File: config.mk
export PLATFORM = sky130hd
export DESIGN_NAME = uart_rx
export DESIGN_NICKNAME = d
export VERILOG_FILES = /design/src/rtl/uart_pkg.sv /design/src/rtl/uart_sync2.sv /design/src/rtl/uart_rx.sv
export SDC_FILE = /design/constraint.sdc
export NUM_CORES = 1
export LEC_CHECK = 0
export CORE_MARGIN = 1
export CORE_UTILIZATION = 37
export DETAILED_ROUTE_END_ITERATION = 8
export GPL_TIMING_DRIVEN = 0
export SETUP_SLACK_MARGIN = 0.05
export SKIP_LAST_GASP = 1
export SLEW_MARGIN = 20
export SYNTH_ARGS = -nofsm -noshare
export SYNTH_HDL_FRONTEND = slang
export SYNTH_SLANG_ARGS = --single-unit
File: constraint.sdc
create_clock -name clk -period 3.3 [get_ports clk]
set_input_delay 0.99 -clock clk [delete_from_list [all_inputs] [get_ports clk]]
set_output_delay 0.99 -clock clk [all_outputs]
set_load 0.1 [all_outputs]
File: src/rtl/uart_pkg.sv
// uart_pkg: encodings and timing constants shared by the UART RX and TX stages.
package uart_pkg;

    // Line-protocol FSM states; encodings are fixed so both stages agree.
    typedef enum logic [1:0] {
        StIdle  = 2'd0,
        StStart = 2'd1,
        StData  = 2'd2,
        StStop  = 2'd3
    } uart_state_e;

    // Oversampling ratio of baud_tick relative to the bit rate.
    localparam int unsigned OVERSAMPLE    = 16;
    // Width of the per-bit tick counter (counts 0..OVERSAMPLE-1).
    localparam int unsigned TICK_W        = 4;
    // Single-sample point within a bit.
    localparam int unsigned SAMPLE_TICK   = 7;
    // Last of the three majority-vote samples; the vote is decided here.
    localparam int unsigned MAJ_LAST_TICK = 8;

    // 2-of-3 majority vote.
    function automatic logic maj3(input logic a, input logic b, input logic c);
        return (a & b) | (a & c) | (b & c);
    endfunction

endpackage

File: src/rtl/uart_sync2.sv
// uart_sync2: two-flop synchronizer for asynchronous single-bit inputs.
// ResetVal sets the level both flops take in reset (idle level of the input).
module uart_sync2 #(
    parameter logic ResetVal = 1'b1
) (
    input  logic clk,
    input  logic rst,
    input  logic d_i,
    output logic q_o
);

    logic meta_q;
    logic sync_q;

    // Two-stage capture of the asynchronous input; meta_q may go metastable.
    always_ff @(posedge clk) begin
        if (rst) begin
            meta_q <= ResetVal;
            sync_q <= ResetVal;
        end else begin
            meta_q <= d_i;
            sync_q <= meta_q;
        end
    end

    assign q_o = sync_q;

endmodule

File: src/rtl/uart_rx.sv
// uart_rx: serial receiver, 1 start, DataBits data (LSB first), 1 stop, no parity.
// Oversampled 16x by the shared baud_tick. Outputs a one-cycle rx_valid per good
// frame and a one-cycle frame_err when the stop bit is low.
// Build option: define UART_RX_MAJORITY_EN to decide each bit by a 2-of-3 vote
// over tick_cnt 6, 7 and 8 instead of a single sample at tick_cnt 7.
module uart_rx
    import uart_pkg::*;
#(
    parameter int unsigned DataBits = 8
) (
    input  logic                clk,
    input  logic                rst,
    input  logic                baud_tick,
    input  logic                rx,
    output logic [DataBits-1:0] rx_data,
    output logic                rx_valid,
    output logic                frame_err,
    output logic                rx_busy
);

    localparam int unsigned         BitIdxW    = (DataBits > 1) ? $clog2(DataBits) : 1;
    localparam logic [TICK_W-1:0]   TickLast   = TICK_W'(OVERSAMPLE - 1);
    localparam logic [BitIdxW-1:0]  BitIdxLast = BitIdxW'(DataBits - 1);

    logic                rx_s;

    uart_state_e         state_q,     state_d;
    logic [TICK_W-1:0]   tick_cnt_q,  tick_cnt_d;
    logic [BitIdxW-1:0]  bit_idx_q,   bit_idx_d;
    logic [DataBits-1:0] shift_q,     shift_d;
    logic                armed_q,     armed_d;
    logic [DataBits-1:0] rx_data_q,   rx_data_d;
    logic                rx_valid_q,  rx_valid_d;
    logic                frame_err_q, frame_err_d;

    // Decision strobe for the current bit and the bit value decided there.
    logic                sample_pt;
    logic                bit_val;
    logic                tick_last;

    uart_sync2 #(
        .ResetVal (1'b1)
    ) u_rx_sync (
        .clk (clk),
        .rst (rst),
        .d_i (rx),
        .q_o (rx_s)
    );

    assign tick_last = (tick_cnt_q == TickLast);

`ifdef UART_RX_MAJORITY_EN
    logic early_q;
    logic mid_q;

    // Capture the two samples ahead of the decision tick for the vote.
    always_ff @(posedge clk) begin
        if (rst) begin
            early_q <= 1'b1;
            mid_q   <= 1'b1;
        end else if (baud_tick) begin
            if (tick_cnt_q == TICK_W'(SAMPLE_TICK - 1)) begin
                early_q <= rx_s;
            end
            if (tick_cnt_q == TICK_W'(SAMPLE_TICK)) begin
                mid_q <= rx_s;
            end
        end
    end

    assign sample_pt = baud_tick && (tick_cnt_q == TICK_W'(MAJ_LAST_TICK));
    assign bit_val   = maj3(early_q, mid_q, rx_s);
`else
    assign sample_pt = baud_tick && (tick_cnt_q == TICK_W'(SAMPLE_TICK));
    assign bit_val   = rx_s;
`endif

    // State and datapath registers; reset drops any partial frame silently.
    always_ff @(posedge clk) begin
        if (rst) begin
            state_q     <= StIdle;
            tick_cnt_q  <= '0;
            bit_idx_q   <= '0;
            shift_q     <= '0;
            armed_q     <= 1'b1;
            rx_data_q   <= '0;
            rx_valid_q  <= 1'b0;
            frame_err_q <= 1'b0;
        end else begin
            state_q     <= state_d;
            tick_cnt_q  <= tick_cnt_d;
            bit_idx_q   <= bit_idx_d;
            shift_q     <= shift_d;
            armed_q     <= armed_d;
            rx_data_q   <= rx_data_d;
            rx_valid_q  <= rx_valid_d;
            frame_err_q <= frame_err_d;
        end
    end

    // Next-state logic: everything advances only on baud_tick.
    always_comb begin
        state_d     = state_q;
        tick_cnt_d  = tick_cnt_q;
        bit_idx_d   = bit_idx_q;
        shift_d     = shift_q;
        armed_d     = armed_q;
        rx_data_d   = rx_data_q;
        rx_valid_d  = 1'b0;
        frame_err_d = 1'b0;

        case (state_q)
            StIdle: begin
                if (baud_tick) begin
                    if (rx_s) begin
                        armed_d = 1'b1;
                    end else if (armed_q) begin
                        state_d    = StStart;
                        tick_cnt_d = '0;
                    end
                end
            end

            StStart: begin
                if (baud_tick) begin
                    tick_cnt_d = tick_cnt_q + 4'd1;
                    if (sample_pt && bit_val) begin
                        // Line back high at mid-bit: glitch, not a start bit.
                        state_d = StIdle;
                    end else if (tick_last) begin
                        state_d    = StData;
                        tick_cnt_d = '0;
                        bit_idx_d  = '0;
                    end
                end
            end

            StData: begin
                if (baud_tick) begin
                    tick_cnt_d = tick_cnt_q + 4'd1;
                    if (sample_pt) begin
                        // LSB arrives first, so shifting right leaves it at bit 0.
                        shift_d                = shift_q >> 1;
                        shift_d[DataBits-1]    = bit_val;
                    end
                    if (tick_last) begin
                        tick_cnt_d = '0;
                        if (bit_idx_q == BitIdxLast) begin
                            state_d = StStop;
                        end else begin
                            bit_idx_d = bit_idx_q + BitIdxW'(1);
                        end
                    end
                end
            end

            StStop: begin
                if (baud_tick) begin
                    tick_cnt_d = tick_cnt_q + 4'd1;
                    // Decide at mid-stop and leave at once so a back-to-back
                    // start edge is not missed.
                    if (sample_pt) begin
                        state_d = StIdle;
                        if (bit_val) begin
                            rx_data_d  = shift_q;
                            rx_valid_d = 1'b1;
                        end else begin
                            // Low stop: possibly a break; wait for idle-high to re-arm.
                            frame_err_d = 1'b1;
                            armed_d     = 1'b0;
                        end
                    end
                end
            end

            default: begin
                state_d = StIdle;
            end
        endcase
    end

    assign rx_data   = rx_data_q;
    assign rx_valid  = rx_valid_q;
    assign frame_err = frame_err_q;
    assign rx_busy   = (state_q != StIdle);

endmodule
After elaboration in Yosys (flattened, before gate mapping)
Cells that the tools add are included.
{"block": "totals", "regBits": 30, "input_bits": 4, "output_inout_bits": 11, "elab_cells": 85}
{"block": "classes", "n_addsub": 2, "n_eq_ne": 21, "muxes": 36, "bitwise": 3, "reduce_logical": 13}
{"op": "4-bit 2-to-1 mux", "count": 8}
{"op": "2-bit != test, second input constant", "count": 13}
{"op": "2-bit 2-to-1 mux", "count": 11}
{"op": "3-bit 2-to-1 mux", "count": 6}
{"op": "4-bit case mux with 4 select lines", "count": 1}
{"op": "6-bit AND reduction", "count": 2}
{"op": "10-bit AND reduction", "count": 1}
{"op": "2-bit case mux with 4 select lines", "count": 1}
{"op": "1-bit 2-to-1 mux", "count": 7}
{"op": "7-bit AND reduction", "count": 1}
{"op": "3-bit case mux with 2 select lines", "count": 1}
{"op": "2-bit nonzero test", "count": 3}
{"op": "4-bit by 1-bit adder with 4-bit output, second input constant", "count": 1}
{"op": "2-bit == test, second input constant", "count": 2}
{"op": "4-bit by 3-bit == test with 1-bit output, second input constant", "count": 1}
{"op": "4-bit == test, second input constant", "count": 1}
{"op": "4-bit AND reduction", "count": 1}
{"op": "4-bit OR reduction", "count": 1}
{"op": "3-bit by 1-bit adder with 3-bit output, second input constant", "count": 1}
{"op": "3-bit == test, second input constant", "count": 1}
{"op": "3-bit != test, second input constant", "count": 1}
{"op": "1-bit NOT", "count": 3}
{"op": "3-bit AND reduction", "count": 1}
{"op": "2-bit by 1-bit == test with 1-bit output, second input constant", "count": 1}
{"op": "other kinds (4)", "count": 5}

Logic depth before layout (Yosys ltp)
Gate-level depths: netlist of the first run.
{"block": "depth", "word_depth": 6, "depth_mapped": 6, "ltp_nobuf": 6}

By module
A second synthesis of the first run with hierarchy kept.
{"block": "unflattened", "hier_cells": 157, "area_unflattened_um2": 1436.4}
{"module": "uart_rx", "n_inst": 1, "cells_per_inst": 153, "area_each_um2": 1383.8, "seq_area_each_um2": 560.5}
{"module": "uart_sync2", "n_inst": 1, "cells_per_inst": 4, "area_each_um2": 52.6, "seq_area_each_um2": 40.0}

Worst setup path after synthesis of the first run
No wires, ideal clock.
{"block": "synth_timing", "path_kind": "register to output", "startpoint": "register state_q[0]", "endpoint": "output port rx_busy", "arrival_time_ns": 1.156, "required_time_ns": 2.310, "setup_slack_ns": 1.154, "path_stages_with_launch": 4, "n_path_buf": 1, "cell_sequence": "dfxtp_1 buf_6 nor2_1 inv_1"}
{"block": "synth_between", "elab_chain_cells": 1}
{"item": "from (decl)", "line": "uart_rx.sv:27", "rtl": "uart_state_e state_q, state_d;"}
{"item": "from (signal assigned)", "line": "uart_rx.sv:81", "rtl": "state_q <= StIdle;"}
{"item": "from (signal assigned)", "line": "uart_rx.sv:90", "rtl": "state_q <= state_d;"}
{"item": "2-bit nonzero test", "line": "uart_rx.sv:185", "rtl": "assign rx_busy = (state_q != StIdle);"}
{"item": "to (decl)", "line": "uart_rx.sv:18", "rtl": "output logic rx_busy"}
Every way passes these cells.

Worst setup path in the final report of the first run
{"block": "layout_timing", "startpoint": "register rx_data_q[2], in the netlist rx_data[2]", "endpoint": "output port rx_data[2]"}
{"item": "from (decl)", "line": "uart_rx.sv:32", "rtl": "logic [DataBits-1:0] rx_data_q, rx_data_d;"}
{"item": "from (signal assigned)", "line": "uart_rx.sv:95", "rtl": "rx_data_q <= rx_data_d;"}
{"item": "to (decl)", "line": "uart_rx.sv:15", "rtl": "output logic [DataBits-1:0] rx_data,"}
No word-level cell between the ends.

==> results of run 1 <==
worst register-to-register path: cells and delay by family, from the launching register on:
| kind | cells | cell delay, ps |
|---|---|---|
| and+or+nand+nor | 3 | 700 |
| DFF | 1 | 370 |
| adders and majority gates | 1 | 310 |
| muxes | 1 | 310 |
power by group:
group          switching [W]  leakage (nW)  internal (W)  total [W]
Sequential       0.000000760         0.242      0.000363   0.000364
Clock               0.000132        0.0343      0.000102   0.000234
Combinational      0.0000151         0.381    0.00000808  0.0000232
layer usage:
| metal | global-route usage | wire [um] | up-vias |
|---|---|---|---|
| met1 | 0.191 | 1080 | 489 |
| met3 | 0.0621 | 137 | 7 |
| li1 | - | - | 513 |
| met4 | 0.0667 | 44 | 0 |
| met2 | 0.230 | 1120 | 21 |
| met5 | 0 | 0 | - |
area by class of cell:
| cell class | count | area [um2] |
|---|---|---|
| inverter | 4 | 15.0 |
| clock inverter | 2 | 12.5 |
| sequential | 30 | 601 |
| clock buffer | 6 | 51.3 |
| tap | 46 | 57.6 |
| multi-input combinational | 94 | 647 |
| fill | 339 | 1810 |
| buffer | 9 | 58.8 |
| timing repair buffer | 13 | 133 |
cell families after synthesis:
family	share of synthesized area
AND/OR/NAND/NOR	0.221
flip-flops	0.455
multiplexers	0.159
AO/OA/AOI/OAI	0.0814
buffers and inverters	0.0559
adder cells (fa/ha/maj)	0.0284
synthesized netlist by cell type:
cell type,number,area (um2)
o31a_1,1,8.76
buf_4,2,15.0
and3b_1,2,17.5
nand2b_1,1,6.26
and3_1,2,12.5
or4_1,1,7.51
or3_1,1,6.26
o21ai_0,3,15.0
and4b_1,1,10.0
buf_6,2,22.5
nand4_2,1,12.5
or3b_2,1,8.76
ha_1,3,37.5
a31oi_1,1,6.26
a21oi_4,1,16.3
mux2i_1,21,210
o21ai_2,1,8.76
buf_2,2,10.0
a32oi_1,1,8.76
or2b_2,1,8.76
a21oi_1,6,30.0
dfxtp_1,30,601
nand3_1,3,15.0
o21ai_1,1,5.00
nor2b_1,1,6.26
and3b_2,1,10.0
nor2_1,27,101
or3b_4,1,11.3
nand4_1,2,12.5
a221oi_1,1,8.76
nand2_1,2,7.51
clkbuf_1,3,11.3
nor3_1,2,10.0
inv_1,4,15.0
nand3b_1,1,7.51
or2_2,2,12.5
nor3b_1,1,7.51
registers in the layout, summed over array words and instances, names as in the netlist, named ones only:
register and flops:
u_rx_sync.q_o 1, u_rx_sync.meta_q 1, armed_q 1, rx_data 8, bit_idx_q 3, shift_q 8, rx_valid 1, frame_err 1
tick_cnt_q 4, state_q 1
worst min path at each step:
stage	slack, ps	depth (start not counted)	start	end
floorplan	390	1	u_rx_sync.meta_q	u_rx_sync.q_o
global route	450	1	u_rx_sync.meta_q	u_rx_sync.q_o
global placement	390	1	u_rx_sync.meta_q	u_rx_sync.q_o
detailed placement	400	1	u_rx_sync.meta_q	u_rx_sync.q_o
finish	420	1	u_rx_sync.meta_q	u_rx_sync.q_o
CTS	430	1	u_rx_sync.meta_q	u_rx_sync.q_o
repair_timing:
item	CTS	global route
setup buffers	0	0
endpoints found under the setup margin	0	1
resized for setup	0	1
per-stage QoR:
stage	power [W]	util	hold WS (ps)
after floorplan	0.000388	-	389
after global placement	0.000396	0.445	394
after detailed placement	0.000396	0.445	400
after CTS	0.000630	0.464	426
after global routing	0.000651	0.465	449
final	0.000621	0.465	420
==> results summary, run 1 <==
The flow ran to the end, and the final reports show no timing, DRC or antenna violations. The detailed-route DRC error count came out at 0. The clock transition at the registers of the reported paths came out at 100 ps. The worst supply voltage drop on vdd came out at 0.000266 V. The critical path starts at rx_data[2]. The worst setup slack after placement is 484 ps. The startpoint kind of the worst setup timing path is a flop.

Counting every instance in the synthesized netlist gives 137. The clock tree skew after final layout came out at 11.4 ps. The Yosys warning count is 0. The floorplan step defined a die boundary enclosing 0.00381 mm2. The synthesis-to-layout area growth came out at 19.2%.

The critical path depth in cells is 1. Of the synthesized area, sequential elements account for 0.455. The clock drives 30 sinks. The routed via count divided by cell count is between 5 and 6. The category of cells accounting for the largest share of critical-path delay is buffers and inverters.

For the worst-skew pair, the clock arrives at the later sink with an insertion delay of about 330 ps. The number of detailed-routing iterations run before antenna repair came out at 4. The die outline width is 61.8 um. The global-route total usage across every layer came out at 0.152. The minimum period implied by the final worst setup slack came out at between 2000 and 3000 ps. After legalization and detailed placement, the total HPWL measured about 1.7 mm.

For the pin with the worst max-slew slack, the measured transition is a little under 1000 ps. The count of placed standard cells in the final layout, fillers left out is 204. In this run the worst hold path is classified as flop to flop. The post-synthesis net count came out at 144. The cell area after technology mapping is approximately 0.0013 mm2.

The maximum number of buffers from clock root to sink came out at 2. The via count of the first global-routing pass is 925. STA classifies the critical path endpoint as an output port. The design area is 0.00158 mm2. The initial utilization of the core area, before any placement, comes to 0.390. The global-route wire length before repair came out at 4.11 mm. The via total after detailed routing is 1,030. The residual antenna-violating net count after detailed routing came out at 0.

Setup repair after global routing left no endpoint under its margin. The cell sitting at the root of the clock tree is a clkbuf_4. Of all nets on the critical path, the largest fanout is 2. The critical path is of the flop to output port type. The critical path goes through clkdlybuf4s50_1. The arrival time of data at the critical path endpoint is between 1500 and 2000 ps. The hold buffer count at CTS is 0.

The synthesized area per cell is 9.64 um2. The max-slew violation count is 0. The number of endpoints with negative hold slack in the final report was 0. The die height came out at 61.8 um. In the layout the commonest cells are dfxtp_1, nor2_1, mux2i_1. The final setup violation count is 0. The placed cell area is between 0.0015 and 0.002 mm2. The maximum achievable frequency came out at 0.354 GHz. The maximum cell stage delay along the critical path came out at about 1100 ps.

After detailed placement, the design holds a cell count of 196. The synthesis-stage register bit count is 30. The global route total overflow is 0.

The I/O pin count came out at 15. The relative max-transition margin is 0.356. In this run, distinct cell masters in the synthesized netlist total 37. The wire length per cell came out at 11.7 um.

Leaving out fill and tap cells, the most frequent cell in the layout is dfxtp_1. The number of diodes added for antenna fixing is 0. In this run the critical register-to-register path is captured at rx_data[2].

The worst setup slack for register-to-register paths is 1500 ps. The worst path buffer plus inverter count is 1. The placeable core region came out at 0.00339 mm2. The number of nets at the end of the flow came out at 164. The path depth of the worst reg2reg path came out at 5.

The weighted congestion reported at the end of routability-driven placement is 0.794. The largest net degree at the start of global routing is 11. The smallest setup slack after layout came out at approximately 480 ps. TritonCTS built the clock tree. Counting the buffers created by CTS gives 5. The setup total negative slack is 0 ps.

For this design the static power due to leakage is roughly 0.66 nW. The slowest stage of the critical path belongs to the cell clkdlybuf4s50_1. In the final layout, the share of cells above drive strength 1 is 0.146.

The routed design has 2.38 mm of wire. Dividing the final minimum period by the clock period gives 0.856. The worst register-to-register path begins at tick_cnt_q[0].

The critical path data required time came out at 2310 ps. The H-tree was split into 2 levels. The starting DRC count in detailed routing is 14. The initialized floorplan defines 21 standard-cell rows. The total of buffers placed on input and output ports is 13. The max-capacitance violation count came out at 0. In this run the power density over the cells is a little under 400 mW/mm2. Following the worst setup path forward leads to its endpoint at rx_data[2].

The number of antenna violations at the first check in global routing is 0.
No activity file was read; power rests on OpenSTA's default activity.
==> run 2: changes to the inputs <==
CAP_MARGIN = 20   (was not set)
==> results of run 2 <==
No change in the layout: final DEF, timing and power equal those of run 1.
==> run 3: changes to the inputs <==
CORE_UTILIZATION = 29   (was 37)
==> results summary, run 3 (synthesis gave the netlist of run 1 again) <==
The clock tree skew after final layout came out at 7.14 ps. On the final layout, the worst hold slack is 413 ps. The path depth of the worst reg2reg path is 5. The portion of total power attributed to sequential cells is 0.531. Entering global routing, the biggest net connects 11 pins. The critical path data required time came out at 2310 ps. The maximum number of buffers from clock root to sink came out at 2. The critical path is of the flop to output port type.

Of the total power, combinational logic draws 0.034. The internal power is 0.000540 W. The global-route wire length before repair is approximately 4.3 mm.

The worst supply voltage drop on vdd is about 0.00025 V. The max-slew violation count is 0. The final setup violation count came out at 0. The number of antenna violations at the first check in global routing is 0.

The synthesis-to-layout area growth is 21.7%. The fraction of power consumed by the clock network came out at 0.435. The maximum level of the CTS H-tree came out at 2. The arrival time of data at the critical path endpoint is 2110 ps. In the final layout, the share of cells above drive strength 1 is 0.139. The portion of the clock cycle consumed by the worst path in the final layout came out at 0.941.

The post-detailed-placement half-perimeter wirelength is 1.82 mm. The floorplan step set the die height to 69.5 um. The design area came out at 0.00161 mm2.

Fill cells in the final layout number between 400 and 500. In this run the core area contains 24 standard-cell rows. For this configuration, the core starts out at a cell density of 0.303. The floorplan step defined a die boundary enclosing 0.00483 mm2. At the later pin of the worst-skew pair, clock insertion delay measures 280 ps.

The most common cell after layout, fill and taps aside is dfxtp_1. The weighted congestion reported at the end of routability-driven placement came out at 0.746. After clock tree synthesis, the repair step resized 0 gates. The relative max-transition margin is 0.347. STA classifies the critical path startpoint as a flop. The net switching power of the design is 0.000147 W. The maximum achievable frequency came out at around 0.32 GHz. Setup repair after global routing left no endpoint under its margin. The power per cell area came out at roughly 430 mW/mm2.

The flow ran to the end, and the final reports show no timing, DRC or antenna violations. Across every metal layer, demand over resource in global routing totals 0.114. The slew at the pin closest to its max-slew limit is 976 ps.

The count of placed standard cells in the final layout, fillers left out is 210. The die is 69.5 um wide. The setup total negative slack is 0 ps. The class of the worst hold path is flop to flop.

The worst hold path cell count came out at 1. The total of buffers placed on input and output ports is 13. The number of endpoints with negative hold slack in the final report was 0.

The maximum fanout count along the critical path is 10. At the end of the flow, the number of nets in the layout was 164. The total CTS buffers came out at 5. CTS placed an instance of clkbuf_8 at the clock tree root. The switching part of the total power is 0.214. The max-capacitance violation count came out at 0. The wire length reported by the detailed router is 2.53 mm. The residual antenna-violating net count after detailed routing came out at 0.

The clock net in this run drives a total of 30 sinks. The cell leakage power is approximately 0.65 nW. The number of antenna diodes in the final layout is 0. The number of placed instances with taps included came out at 202. The CTS tree is built.

The routed design could run at a clock period as short as between 3000 and 4000 ps. The clock transition at the registers of the reported paths is 60 ps. The detailed-route DRC error count is 0.

In the layout the commonest cells are dfxtp_1, nor2_1, mux2i_1. The placed cell area came out at 0.00152 mm2. STA classifies the critical path endpoint as an output port. The hold buffer count at CTS is 0.

The global route total overflow is 0. The starting DRC count in detailed routing is 18. The wire length per cell came out at roughly 12 um. The core region is 0.00435 mm2.

The I/O pin count came out at 15. The routed via count divided by cell count came out at 4.80. After layout, the design draws a total of a little under 0.0007 W. The buffer count from post-CTS setup fixing is 0. The via total after detailed routing is about 1.0k.

The number of detailed-routing iterations run before antenna repair came out at 4. The via count of the first global-routing pass is 967.
run 3: metal layers:
layer	up-vias	track usage	wire, um
met1	467	0.132	1180
met5	-	0	0
met3	4	0.0509	129
met4	0	0.0408	30
li1	518	-	-
met2	19	0.186	1190
run 3: final cells by class:
| cell class | instances | area, um2 | area share |
|---|---|---|---|
| clock buffers | 7 | 86.3 | 0.0537 |
| repair buffers | 13 | 130 | 0.0809 |
| plain buffers | 9 | 58.8 | 0.0366 |
| clock inverters | 1 | 5.00 | 0.00311 |
| well taps | 52 | 65.1 | 0.0405 |
| flip-flops and latches | 30 | 601 | 0.374 |
| inverters | 4 | 15.0 | 0.00934 |
| multi-input cells | 94 | 647 | 0.402 |
run 3: power by group through the flow:
stage               Sequential, W  Clock, W  Combinational [W]
floorplan                0.000372         0          0.0000160
global placement         0.000372         0          0.0000231
detailed placement       0.000373         0          0.0000236
CTS                      0.000364  0.000311          0.0000237
global route             0.000364  0.000334          0.0000257
finish                   0.000365  0.000299          0.0000235
run 3: final timing paths:
kind         slack, ps             to        startpoint
max                200        rx_busy        state_q[0]
min                410  u_rx_sync.q_o  u_rx_sync.meta_q
max reg2reg       1550     rx_data[5]     tick_cnt_q[1]
min reg2reg        410  u_rx_sync.q_o  u_rx_sync.meta_q
run 3: per-stage QoR:
| step | util | setup WS, ps |
|---|---|---|
| final | 0.369 | 195 |
| after global routing | 0.369 | 108 |
| after CTS | 0.369 | 182 |
| after detailed placement | 0.348 | 487 |
| after global placement | 0.348 | 505 |
| after floorplan | - | 1150 |
run 3: critical path, stage by stage, from the launching register on:
cell	delay, ps
dfxtp_1	390
buf_6	160
nor2_1	70
inv_1	90
clkdlybuf4s50_1	1130
